### src/rtl/pipe_alu.sv
// pipe_alu: single-issue ALU with a registered result/flags stage and valid/ready handshakes.
// Define PIPE_ALU_MUL_EN to add the iterative shift-add multiplier for uop 10 (MUL).
module pipe_alu #(
  parameter int unsigned WIDTH = 32,
  parameter int unsigned SHW   = $clog2(WIDTH)
) (
  input  logic             clk,
  input  logic             rst_n,
  input  logic             in_valid,
  output logic             in_ready,
  input  logic [4:0]       uop,
  input  logic [WIDTH-1:0] lhs,
  input  logic [WIDTH-1:0] rhs,
  output logic             out_valid,
  input  logic             out_ready,
  output logic [WIDTH-1:0] out_alu,
  output logic             out_wr,
  output logic [3:0]       flags_out,
  output logic             illegal
);

  localparam int unsigned W = WIDTH;

  localparam logic [4:0] UOP_NOP = 5'd0;
  localparam logic [4:0] UOP_ADD = 5'd1;
  localparam logic [4:0] UOP_SUB = 5'd2;
  localparam logic [4:0] UOP_AND = 5'd3;
  localparam logic [4:0] UOP_XOR = 5'd4;
  localparam logic [4:0] UOP_CMP = 5'd5;
  localparam logic [4:0] UOP_LSL = 5'd6;
  localparam logic [4:0] UOP_LSR = 5'd7;
  localparam logic [4:0] UOP_MOV = 5'd8;
  localparam logic [4:0] UOP_ADC = 5'd9;
`ifdef PIPE_ALU_MUL_EN
  localparam logic [4:0] UOP_MUL = 5'd10;
`endif

  logic         w_idle;
  logic         w_accept;
  logic         w_cin;
  logic [W:0]   w_add;
  logic [W:0]   w_sub;
  logic [W:0]   w_lsl;
  logic [SHW:0] w_amt;
  logic [W-1:0] w_res;
  logic         w_c;
  logic         w_v;
  logic         w_upd;
  logic         w_wr;
  logic         w_ill;
  logic         w_mul;

  logic         w_load;
  logic [W-1:0] w_ld_res;
  logic [3:0]   w_ld_flags;
  logic         w_ld_upd;
  logic         w_ld_wr;
  logic         w_ld_ill;

  logic         r_valid;
  logic [W-1:0] r_alu;
  logic         r_wr;
  logic         r_ill;
  logic [3:0]   r_flags;

  assign in_ready  = w_idle && (!r_valid || out_ready);
  assign w_accept  = in_valid && in_ready;
  assign out_valid = r_valid;
  assign out_alu   = r_alu;
  assign out_wr    = r_wr;
  assign illegal   = r_ill;
  assign flags_out = r_flags;

  // Carry-in for ADC comes from the flags as they stand when the op is accepted.
  assign w_cin = (uop == UOP_ADC) && r_flags[1];
  assign w_add = {1'b0, lhs} + {1'b0, rhs} + (W+1)'(w_cin);
  assign w_sub = {1'b0, lhs} - {1'b0, rhs};
  assign w_amt = rhs[SHW:0];
  // Bit W of the widened shift is the last bit shifted out; amounts >= W leave zero.
  assign w_lsl = {1'b0, lhs} << w_amt;

  // Single-cycle datapath and op decode.
  always_comb begin
    w_res = '0;
    w_c   = 1'b0;
    w_v   = 1'b0;
    w_upd = 1'b1;
    w_wr  = 1'b1;
    w_ill = 1'b0;
    w_mul = 1'b0;
    case (uop)
      UOP_NOP: begin
        w_upd = 1'b0;
        w_wr  = 1'b0;
      end
      UOP_ADD, UOP_ADC: begin
        w_res = w_add[W-1:0];
        w_c   = w_add[W];
        w_v   = (lhs[W-1] == rhs[W-1]) && (w_add[W-1] != lhs[W-1]);
      end
      UOP_SUB, UOP_CMP: begin
        w_res = w_sub[W-1:0];
        w_c   = w_sub[W];
        w_v   = (lhs[W-1] != rhs[W-1]) && (w_sub[W-1] != lhs[W-1]);
        w_wr  = (uop == UOP_SUB);
      end
      UOP_AND: w_res = lhs & rhs;
      UOP_XOR: w_res = lhs ^ rhs;
      UOP_MOV: w_res = rhs;
      UOP_LSR: w_res = lhs >> w_amt;
      UOP_LSL: begin
        w_res = w_lsl[W-1:0];
        w_c   = w_lsl[W];
      end
`ifdef PIPE_ALU_MUL_EN
      UOP_MUL: w_mul = 1'b1;
`endif
      default: begin
        w_upd = 1'b0;
        w_wr  = 1'b0;
        w_ill = 1'b1;
      end
    endcase
  end

`ifdef PIPE_ALU_MUL_EN
  typedef enum logic {ST_IDLE, ST_MUL_BUSY} state_t;

  state_t         r_state;
  logic [SHW-1:0] r_cnt;
  logic [2*W-1:0] r_prod;
  logic [W-1:0]   r_mcand;
  logic [W:0]     w_psum;
  logic [2*W-1:0] w_prod_nxt;
  logic           w_mul_done;

  // Product register starts with the multiplier in the low half; add-and-shift-right per cycle.
  assign w_idle     = (r_state == ST_IDLE);
  assign w_psum     = {1'b0, r_prod[2*W-1:W]} + (r_prod[0] ? {1'b0, r_mcand} : '0);
  assign w_prod_nxt = {w_psum, r_prod[W-1:1]};
  assign w_mul_done = (r_state == ST_MUL_BUSY) && (r_cnt == SHW'(W-1));

  always_ff @(posedge clk or negedge rst_n) begin
    if (!rst_n) begin
      r_state <= ST_IDLE;
      r_cnt   <= '0;
      r_prod  <= '0;
      r_mcand <= '0;
    end else begin
      case (r_state)
        ST_IDLE: begin
          if (w_accept && w_mul) begin
            r_state <= ST_MUL_BUSY;
            r_cnt   <= '0;
            r_prod  <= {{W{1'b0}}, rhs};
            r_mcand <= lhs;
          end
        end
        ST_MUL_BUSY: begin
          r_prod <= w_prod_nxt;
          r_cnt  <= r_cnt + 1'b1;
          if (w_mul_done) r_state <= ST_IDLE;
        end
        default: r_state <= ST_IDLE;
      endcase
    end
  end
`else
  assign w_idle = 1'b1;
`endif

  // Result-register load source: finished multiply or a single-cycle op at accept.
  always_comb begin
    w_load     = w_accept && !w_mul;
    w_ld_res   = w_res;
    w_ld_flags = {w_v, w_res[W-1], w_c, ~|w_res};
    w_ld_upd   = w_upd;
    w_ld_wr    = w_wr;
    w_ld_ill   = w_ill;
`ifdef PIPE_ALU_MUL_EN
    if (w_mul_done) begin
      w_load     = 1'b1;
      w_ld_res   = w_prod_nxt[W-1:0];
      w_ld_flags = {1'b0, w_prod_nxt[W-1], |w_prod_nxt[2*W-1:W], ~|w_prod_nxt[W-1:0]};
      w_ld_upd   = 1'b1;
      w_ld_wr    = 1'b1;
      w_ld_ill   = 1'b0;
    end
`endif
  end

  always_ff @(posedge clk or negedge rst_n) begin
    if (!rst_n) begin
      r_valid <= 1'b0;
      r_alu   <= '0;
      r_wr    <= 1'b0;
      r_ill   <= 1'b0;
      r_flags <= '0;
    end else if (w_load) begin
      r_valid <= 1'b1;
      r_alu   <= w_ld_res;
      r_wr    <= w_ld_wr;
      r_ill   <= w_ld_ill;
      if (w_ld_upd) r_flags <= w_ld_flags;
    end else if (r_valid && out_ready) begin
      r_valid <= 1'b0;
    end
  end

endmodule
### config.mk
export PLATFORM = sky130hd
export DESIGN_NAME = pipe_alu
export DESIGN_NICKNAME = d
export VERILOG_FILES = /design/src/rtl/pipe_alu.sv
export SDC_FILE = /design/constraint.sdc
export NUM_CORES = 1
export LEC_CHECK = 0
export BUFFER_PORTS_ARGS = -buffer_cell sky130_fd_sc_hd__buf_4
export CORE_MARGIN = 2
export CORE_UTILIZATION = 50
export DETAILED_ROUTE_END_ITERATION = 12
export HOLD_SLACK_MARGIN = 0.12
export PLACE_DENSITY = 0.77
export SETUP_SLACK_MARGIN = 0.05
export SLEW_MARGIN = 5
export SYNTH_ARGS = -nofsm -noshare
export SYNTH_HDL_FRONTEND = slang
export SYNTH_SLANG_ARGS = --single-unit
export TNS_END_PERCENT = 1
### constraint.sdc
create_clock -name clk -period 4 [get_ports clk]
set_input_delay 0.8 -clock clk [delete_from_list [all_inputs] [get_ports clk]]
set_output_delay 0.8 -clock clk [all_outputs]
set_load 0.01 [all_outputs]
== Yosys cells after proc, flatten, opt, wreduce, memory -nomap -nowiden ==
Index checks and enable logic that the tools add are counted.
Cells by class
  add/sub/neg operators: 3
  equal/unequal tests: 13
  shifts and indexed selects: 2
  multiplexer cells: 8
  bitwise logic cells: 2
  reductions and logical operators: 17
Operator list (number)
  $pmux 32 s7: 1
  $add 32x32->33: 1
  $add 33x1->33: 1
  $shl 32x6->33: 1
  $sub 32x32->33: 1
  $and 32x32->32: 1
  $reduce_or 32->1: 1
  $shr 32x6->32: 1
  $xor 32x32->32: 1
  $eq 5x3->1 const B: 4
  $eq 5x2->1 const B: 2
  $eq 5x4->1 const B: 2
  $reduce_or 10->1: 1
  $reduce_or 9->1: 1
  $reduce_or 7->1: 1
  $eq 5x1->1 const B: 1
  $logic_and 1x1->1: 5
  $logic_not 5->1: 1
  $mux 1: 4
  $pmux 1 s2: 2
  $reduce_or 2->1: 2
  $ne 1x1->1: 3
  $pmux 1 s3: 1
  $logic_not 1->1: 2
  other kinds (4): 4
Storage, ports and cells
  register bits after elaboration: 39
  bits of input ports: 73
  output and inout port bits: 40
  word-level logic and storage cells: 50

== Logic depth before layout (Yosys ltp) ==
Gate-level depths: netlist of the first run.
  depth in word-level cells: 6
  gate-level depth with buffers: 19
  mapped depth without buffers: 16

== Worst setup path after synthesis of the first run ==
No wires, ideal clock.
  kind: in2reg
  from: in uop[1]
  to: reg r_flags[0] (netlist: flags_out[0])
  library setup time: 0.103 ns
  arrival time: 5.579 ns
  setup slack: -1.683 ns
  cell stages on the path: 19
  path buffers: 3
  cell sequence: or2_2 -> nor3b_1 -> clkbuf_1 -> clkbuf_1 -> buf_1 -> nand3_1 -> fa_1 -> fa_1 -> o21bai_1 -> o2111ai_1 -> a21oi_2 -> o311ai_0 -> a311oi_1 -> o22ai_1 -> xor2_1 -> a211oi_1 -> and2_1 -> nand4_1 -> o41ai_2
Between the ends
  cells in the longest elaborated chain, start to end: 6
  elaborated cells on any way between the ends: 19
  classes of those cells: add/sub: 1; eq/ne: 9; mux: 2; reduce/logical: 7
Ends and longest elaborated chain
  from (decl): line 11  | input logic [4:0] uop,
  $eq 5x4->1: line 75, 91
  $logic_and 1x1->1: line 75  | assign w_cin = (uop == UOP_ADC) && r_flags[1];
  $add 33x1->33: line 76  | assign w_add = {1'b0, lhs} + {1'b0, rhs} + (W+1)'(w_cin);
  $pmux 32 s7: line 91  | case (uop)
  $reduce_or 32->1: line 176  | w_ld_flags = {w_v, w_res[W-1], w_c, ~|w_res};
  $logic_not 1->1: line 176
  to (signal assigned): line 204  | if (w_ld_upd) r_flags <= w_ld_flags;
  to (decl): line 64  | logic [3:0] r_flags;
Several ways; a longest one is shown, not always the timed one.
A chain may end at the register's enable or synchronous reset.

== Worst setup path in the final report of the first run ==
Ends and elaborated chain as after synthesis.

==> impl_metrics.toml, run 1 <==
[run_status]
status = "complete, but fails checks"
violations = "negative setup slack"

[die]
initial_core_util = 0.5048
num_io_pins = 113
die-height_um = 152.0
die_area_um2 = 23100
die_w_um = 152.0
core_um2 = 21690
fp-row-count = 54

[pwr]
pwr-share-clk = 0.156
p_sw_w = 0.001316
p_int_w = 0.001743
p_seq_frac = 0.161
p_per_area_nw_per_um2 = 203.0
total_power_w = 0.003059
vdd_drop_max_mv = 0.1629
switching_share = 0.4303
p_comb_frac = 0.683
leakage_nw = 6.659

[synthesis]
synth.most_common_cell = "nand2_1"
ys_warn_count = 0
synthTopCellsByArea = "mux4_2 (12%), dfrtp_1 (8.9%), ha_1 (7.4%)"
synth_nets = 1541
synth_common_cells = "nand2_1 (125), a21oi_1 (105), o21ai_0 (90)"
synth_top_area_cell = "mux4_2"
ys_seq_elements = 39
syn_avg_cell_area_um2 = 7.821
synth_ff_type = "dfrtp_1"
synthCells = 1400
synth-edff-count = 0
synth_cell_types = 105
syn-cell-area_um2 = 10950
synth_seq_area_share = 0.08913
synth_top_cell_area_share = 0.1214
synth_async_sr_flop_share = 1.000

[clocking]
cts_max_path_buffers = 2
tritoncts = "done"
clk_pin_slew_ns = 0.07
cts-root-buf = "clkbuf_16"
cts_num_sinks = 39
cts_made_buffers = 5
clk_latency_ns = 0.29
htree_levels = 2

[sta]
post-route-period-util = 1.109
rsz0062_at_grt = "yes"
hold_viol_final = 0
tightest_slew_ns = 1.130
fmax_mhz = 225.5
finalSetupViolations = 6
slew_headroom = 0.2451
slew_viol_final = 0
min_period_ns = 4.434
clock_skew_ns = 0.01119
worst_slack_ns = -0.4341

[route]
wl_per_cell_um = 25.49
first_iter_violations = 1927
firstDrtPassIters = 8
postRouteAntennaNets = 0
wl_um = 52800
num_vias = 14170
viasPerCell = 6.841
drcViolationCount = 0

[critical_path]
cp-end-kind = "flop"
crit_fanout = 3
critPathLaunchType = "input port"
cp.arrival_ns = 4.63
setup.worst_path.class = "in -> reg"
reg2reg_from = "flags_out[1]$_DFFE_PN0P_"
cp_slowest_stage_delay_ns = 0.37
timing.rr.end = "flags_out[0]$_DFFE_PN0P_"
reg2regPathDepth = 15
slowest_stage = "fa_2"
required_ns = 4.19
crit_chain = "buf_6 -> or2_4 -> nor3b_4 -> nand3_2 -> fa_2 -> fa_2 -> o21bai_4 -> o2111ai_4 -> and3_4 -> a2111oi_4 -> o21ai_1 -> nor4b_1 -> nand4_1 -> nor4_2 -> buf_4 -> and4_4 -> nand4_1 -> o41ai_2"
r2r_slack_ns = 0.15

[worst_hold_path]
holdCritStartpoint = "out_wr$_DFFE_PN0P_"
min_to = "out_wr$_DFFE_PN0P_"
min_delay_path_depth = 2
hp-class = "reg -> reg"

[grt]
track_usage = 0.4399
antenna_found_initial = 2
grt_pass1_wl_um = 80320
grt_overflow = 0
first_global_vias = 13510
grt_start_max_net_pins = 49

[place]
dp_slack_ns = -1.059
dpl.cell_count = 2062
place.detailed.hpwl_um = 42570
routabilityCongestion = 1.070
placed_cell_area_um2 = 14710
port_buffers = 112

[cells_and_area]
drive_above_1_share = 0.3925
diodes = 0
final_cell_area_um2 = 15070
fin_util = 0.6948
final_net_count = 1931
fillCellCount = 1828
areaGrowthSynthToFinish_pct = 37.62
stdcell_count = 2071

[flow_run]
drv_cap = 0
[power by group through the flow]
stage	combinational [W]	clock [W]	sequential, W
2_1_floorplan	0.00101	0	0.000526
3_3_place_gp	0.00196	0	0.000497
3_5_place_dp	0.00198	0	0.000500
4_1_cts	0.00201	0.000481	0.000493
5_1_grt	0.00221	0.000497	0.000502
6_report	0.00209	0.000478	0.000493
[cells by family (layout without fill, tap and decap cells)]
logic type | after synthesis | after routing | synth area share
AOI/OAI and AO/OA | 518 | 518 | 0.3390
muxes | 157 | 157 | 0.2205
DFF | 39 | 39 | 0.08913
and+or+nand+nor | 406 | 406 | 0.1824
adders and majority gates | 68 | 68 | 0.07976
buffers and inverters | 203 | 594 | 0.08193
xor gates and xnor gates | 9 | 9 | 0.007200
[stage by stage]
stage          hold slack [ns]  TNS [ns]
2_1_floorplan           0.5044    -7.946
3_3_place_gp            0.4609    -8.533
6_report                0.4788    -1.107
3_5_place_dp            0.4641    -10.16
5_1_grt                 0.5018    -2.731
4_1_cts                 0.4829   -0.8210
[placed cells by master, fill, tap and decap left out, drive strengths merged, types with 35 or more instances in the layout]
cell type and count:
buf 517, nand2 125, a21oi 108, o21ai 96
nor2 84, inv 66, ha 65, mux4 62
mux2i 56, dfrtp 39, mux2 39, nand3 37
nor3 35
[critical path: cells and delay by family]
family,cells,cell delay (ns)
AOI/OAI and AO/OA,5,0.97
adders and majority gates,2,0.73
buffers and inverters,2,0.25
and+or+nand+nor,9,1.87
[final cells by class]
class / instances / area [µm²] / area share
multi-input combinational: 1158 / 9309 / 0.6178
timing repair buffer: 517 / 4000 / 0.2655
sequential: 39 / 975.9 / 0.06477
tap: 280 / 350.3 / 0.02325
inverter: 69 / 259.0 / 0.01719
clock buffer: 6 / 138.9 / 0.009217
clock inverter: 2 / 35.03 / 0.002325
[routing by layer]
metal	wire length, µm	GRT usage	vias up
met5	15	0	-
met4	3084	0.2012	2
met3	5996	0.06532	207
met2	23040	0.6920	1060
met1	20660	0.5988	6650
li1	-	-	6248
[timing repair]
action / 4_1_cts / 5_1_grt
hold buffers: 0 / 0
endpoints found under the setup margin: 17 / 19
pin swaps: 12 / 14
gates cloned: 0 / 0
gates resized for setup: 18 / 24
setup buffers: 0 / 1
[sequential cells by signal, indices dropped and copies added, names as in the netlist]
| name | flops |
|---|---|
| out_alu | 32 |
| out_valid | 1 |
| out_wr | 1 |
| flags_out | 4 |
| illegal | 1 |
[how the worst max path moves through the flow]
| stage | endpoint | slack, ns | from |
|---|---|---|---|
| 6_report | flags_out[0]$_DFFE_PN0P_ | -0.43 | uop[1] |
| 5_1_grt | flags_out[0]$_DFFE_PN0P_ | -0.67 | uop[1] |
| 4_1_cts | flags_out[0]$_DFFE_PN0P_ | -0.34 | uop[1] |
| 3_5_place_dp | flags_out[0]$_DFFE_PN0P_ | -1.06 | uop[1] |
| 3_3_place_gp | flags_out[0]$_DFFE_PN0P_ | -0.99 | uop[1] |
| 2_1_floorplan | flags_out[0]$_DFFE_PN0P_ | -0.85 | uop[1] |
Note: power is estimated with default switching activity, not from simulation.
==> run 2: changes to the inputs <==
- TNS_END_PERCENT: 1 -> not set
- clock period: 4 -> 4.16 ns (I/O delays scaled with it)
==> run 2 against run 1 <==
  * Largest cell class unchanged
  * Clock skew decreased by 0.0013 ns
  * The flow still finishes with violations (negative setup slack)
  * Highest routed layer is now met4
  * Sequential cell count unchanged
  * Sequential power decreased by 4%
  * Critical endpoint unchanged
  * Non-clock buffer count decreased by 80
  * Wire length decreased by 2.4%
==> impl_metrics.toml, run 2 (synthesized netlist as in run 1, its figures left out) <==
[run_status]
status = "complete, but fails checks"
violations = "negative setup slack"

[sta]
post-route-period-util = 1.049
slew_headroom = 0.2377
hold_viol_final = 0
min_period_ns = 4.365
slew_viol_final = 0
rsz0062_at_grt = "yes"
fmax_mhz = 229.1
worst_slack_ns = -0.2046
tightest_slew_ns = 1.141
clock_skew_ns = 0.009901
whs_ns = 0.4742
setup_tns_ns = -0.2408
finalSetupViolations = 2

[clocking]
clk_pin_slew_ns = 0.06
cts_hold_buf = 0
clk_latency_ns = 0.29
cts_made_buffers = 5
cts_max_path_buffers = 2
tritoncts = "done"
cts_num_sinks = 39
cts-root-buf = "clkbuf_16"
htree_levels = 2

[die]
fp-row-count = 54
core_um2 = 21690
initial_core_util = 0.5048
die-height_um = 152.0
die_w_um = 152.0
die_area_um2 = 23100
num_io_pins = 113

[place]
routabilityCongestion = 1.073
port_buffers = 112
dp_slack_ns = -0.8896
place.detailed.hpwl_um = 41090

[grt]
first_global_vias = 13140
grt_overflow = 0
grt_start_max_net_pins = 51
track_usage = 0.4282
antenna_found_initial = 0
grt_pass1_wl_um = 77810

[critical_path]
r2r_slack_ns = 0.41
cp.arrival_ns = 4.55
setup.worst_path.class = "in -> reg"
cp-end-kind = "flop"
crit_fanout = 4
critPathLaunchType = "input port"
reg2regPathDepth = 16
timing.rr.end = "flags_out[0]$_DFFE_PN0P_"
required_ns = 4.35
reg2reg_from = "flags_out[1]$_DFFE_PN0P_"

[route]
wl_um = 51530
wl_per_cell_um = 25.88
drcViolationCount = 0
viasPerCell = 6.924
firstDrtPassIters = 6
postRouteAntennaNets = 0
num_vias = 13790
first_iter_violations = 1877

[pwr]
vdd_drop_max_mv = 0.2089
p_per_area_nw_per_um2 = 201.4
leakage_nw = 6.262

[cells_and_area]
drive_above_1_share = 0.3641
areaGrowthSynthToFinish_pct = 31.59
fin_util = 0.6643
final_net_count = 1851
diodes = 0
fillCellCount = 1902
final_cell_mix = "buf_4 (432), nand2_1 (125), a21oi_1 (103)"
largest_reg_flops = 32
final_common_cell = "buf_4"

[worst_hold_path]
min_to = "out_alu[25]$_DFFE_PN0P_"
holdCritStartpoint = "out_alu[25]$_DFFE_PN0P_"
hp-class = "reg -> reg"
min_delay_path_depth = 2

[flow_run]
drv_cap = 0
## run 2: changes by cell type in the layout (fill, tap and decap cells not counted), sizes merged
cell,change
buf,-80
bufinv,+1
clkinv,-1
## run 2: final cells by class
| class | count | area [µm²] | share of cell area |
|---|---|---|---|
| clock buffers | 6 | 128.9 | 0.008945 |
| clock inverters | 2 | 60.06 | 0.004168 |
| inverters | 69 | 259.0 | 0.01798 |
| multi-input cells | 1158 | 9308 | 0.6460 |
| flip-flops and latches | 39 | 975.9 | 0.06774 |
| well taps | 280 | 350.3 | 0.02432 |
| repair buffers | 437 | 3326 | 0.2308 |
## run 2: stage by stage
| stage | power (W) | instances | cell area (µm²) |
|---|---|---|---|
| 2_1_floorplan | 0.001478 | 1400 | 11040 |
| 3_3_place_gp | 0.002283 | 1977 | 14020 |
| 3_5_place_dp | 0.002307 | 1977 | 14020 |
| 4_1_cts | 0.002841 | 1990 | 14320 |
| 5_1_grt | 0.003040 | 1991 | 14410 |
| 6_report | 0.002902 | 1991 | 14410 |
## run 2: worst max-delay path by stage
stage	cells after the start	from	end	slack (ns)
final	19	uop[1]	flags_out[0]$_DFFE_PN0P_	-0.20
after global routing	19	uop[1]	flags_out[0]$_DFFE_PN0P_	-0.32
after CTS	18	uop[1]	flags_out[0]$_DFFE_PN0P_	-0.17
after detailed placement	19	uop[1]	flags_out[0]$_DFFE_PN0P_	-0.89
after global placement	19	uop[1]	flags_out[0]$_DFFE_PN0P_	-0.84
after floorplan	19	uop[1]	flags_out[0]$_DFFE_PN0P_	-0.72
## run 2: critical path, cell delays in order
cell	delay [ns]
buf_6	0.09
or2_4	0.25
nor3b_4	0.20
nand3_2	0.10
fa_2	0.38
fa_2	0.39
o21bai_4	0.16
o2111ai_2	0.16
buf_4	0.19
a21oi_4	0.18
buf_4	0.16
nor3_4	0.05
o311a_1	0.33
a311oi_2	0.25
nand2_1	0.10
nor4_2	0.21
and3_1	0.19
nand4_1	0.12
o41ai_2	0.20
## run 2: power breakdown
group          leakage (nW)  switching (W)  internal, W  total [W]
logic                  5.67        0.00104     0.000879    0.00192
registers             0.503      0.0000339     0.000440   0.000474
clock network        0.0911       0.000161     0.000344   0.000505
## run 2: layer usage
metal / part of all wire / GRT usage / vias up
li1: - / - / 6075
met1: 0.39 / 0.5685 / 6558
met3: 0.10 / 0.07131 / 192
met5: 0 / 0 / -
met2: 0.44 / 0.6682 / 960
met4: 0.066 / 0.2301 / 0
## run 2: timing repair
item	CTS	global route
setup endpoints to repair	11	10
setup buffers	5	1
pin swaps	14	4
gates resized for setup	15	17
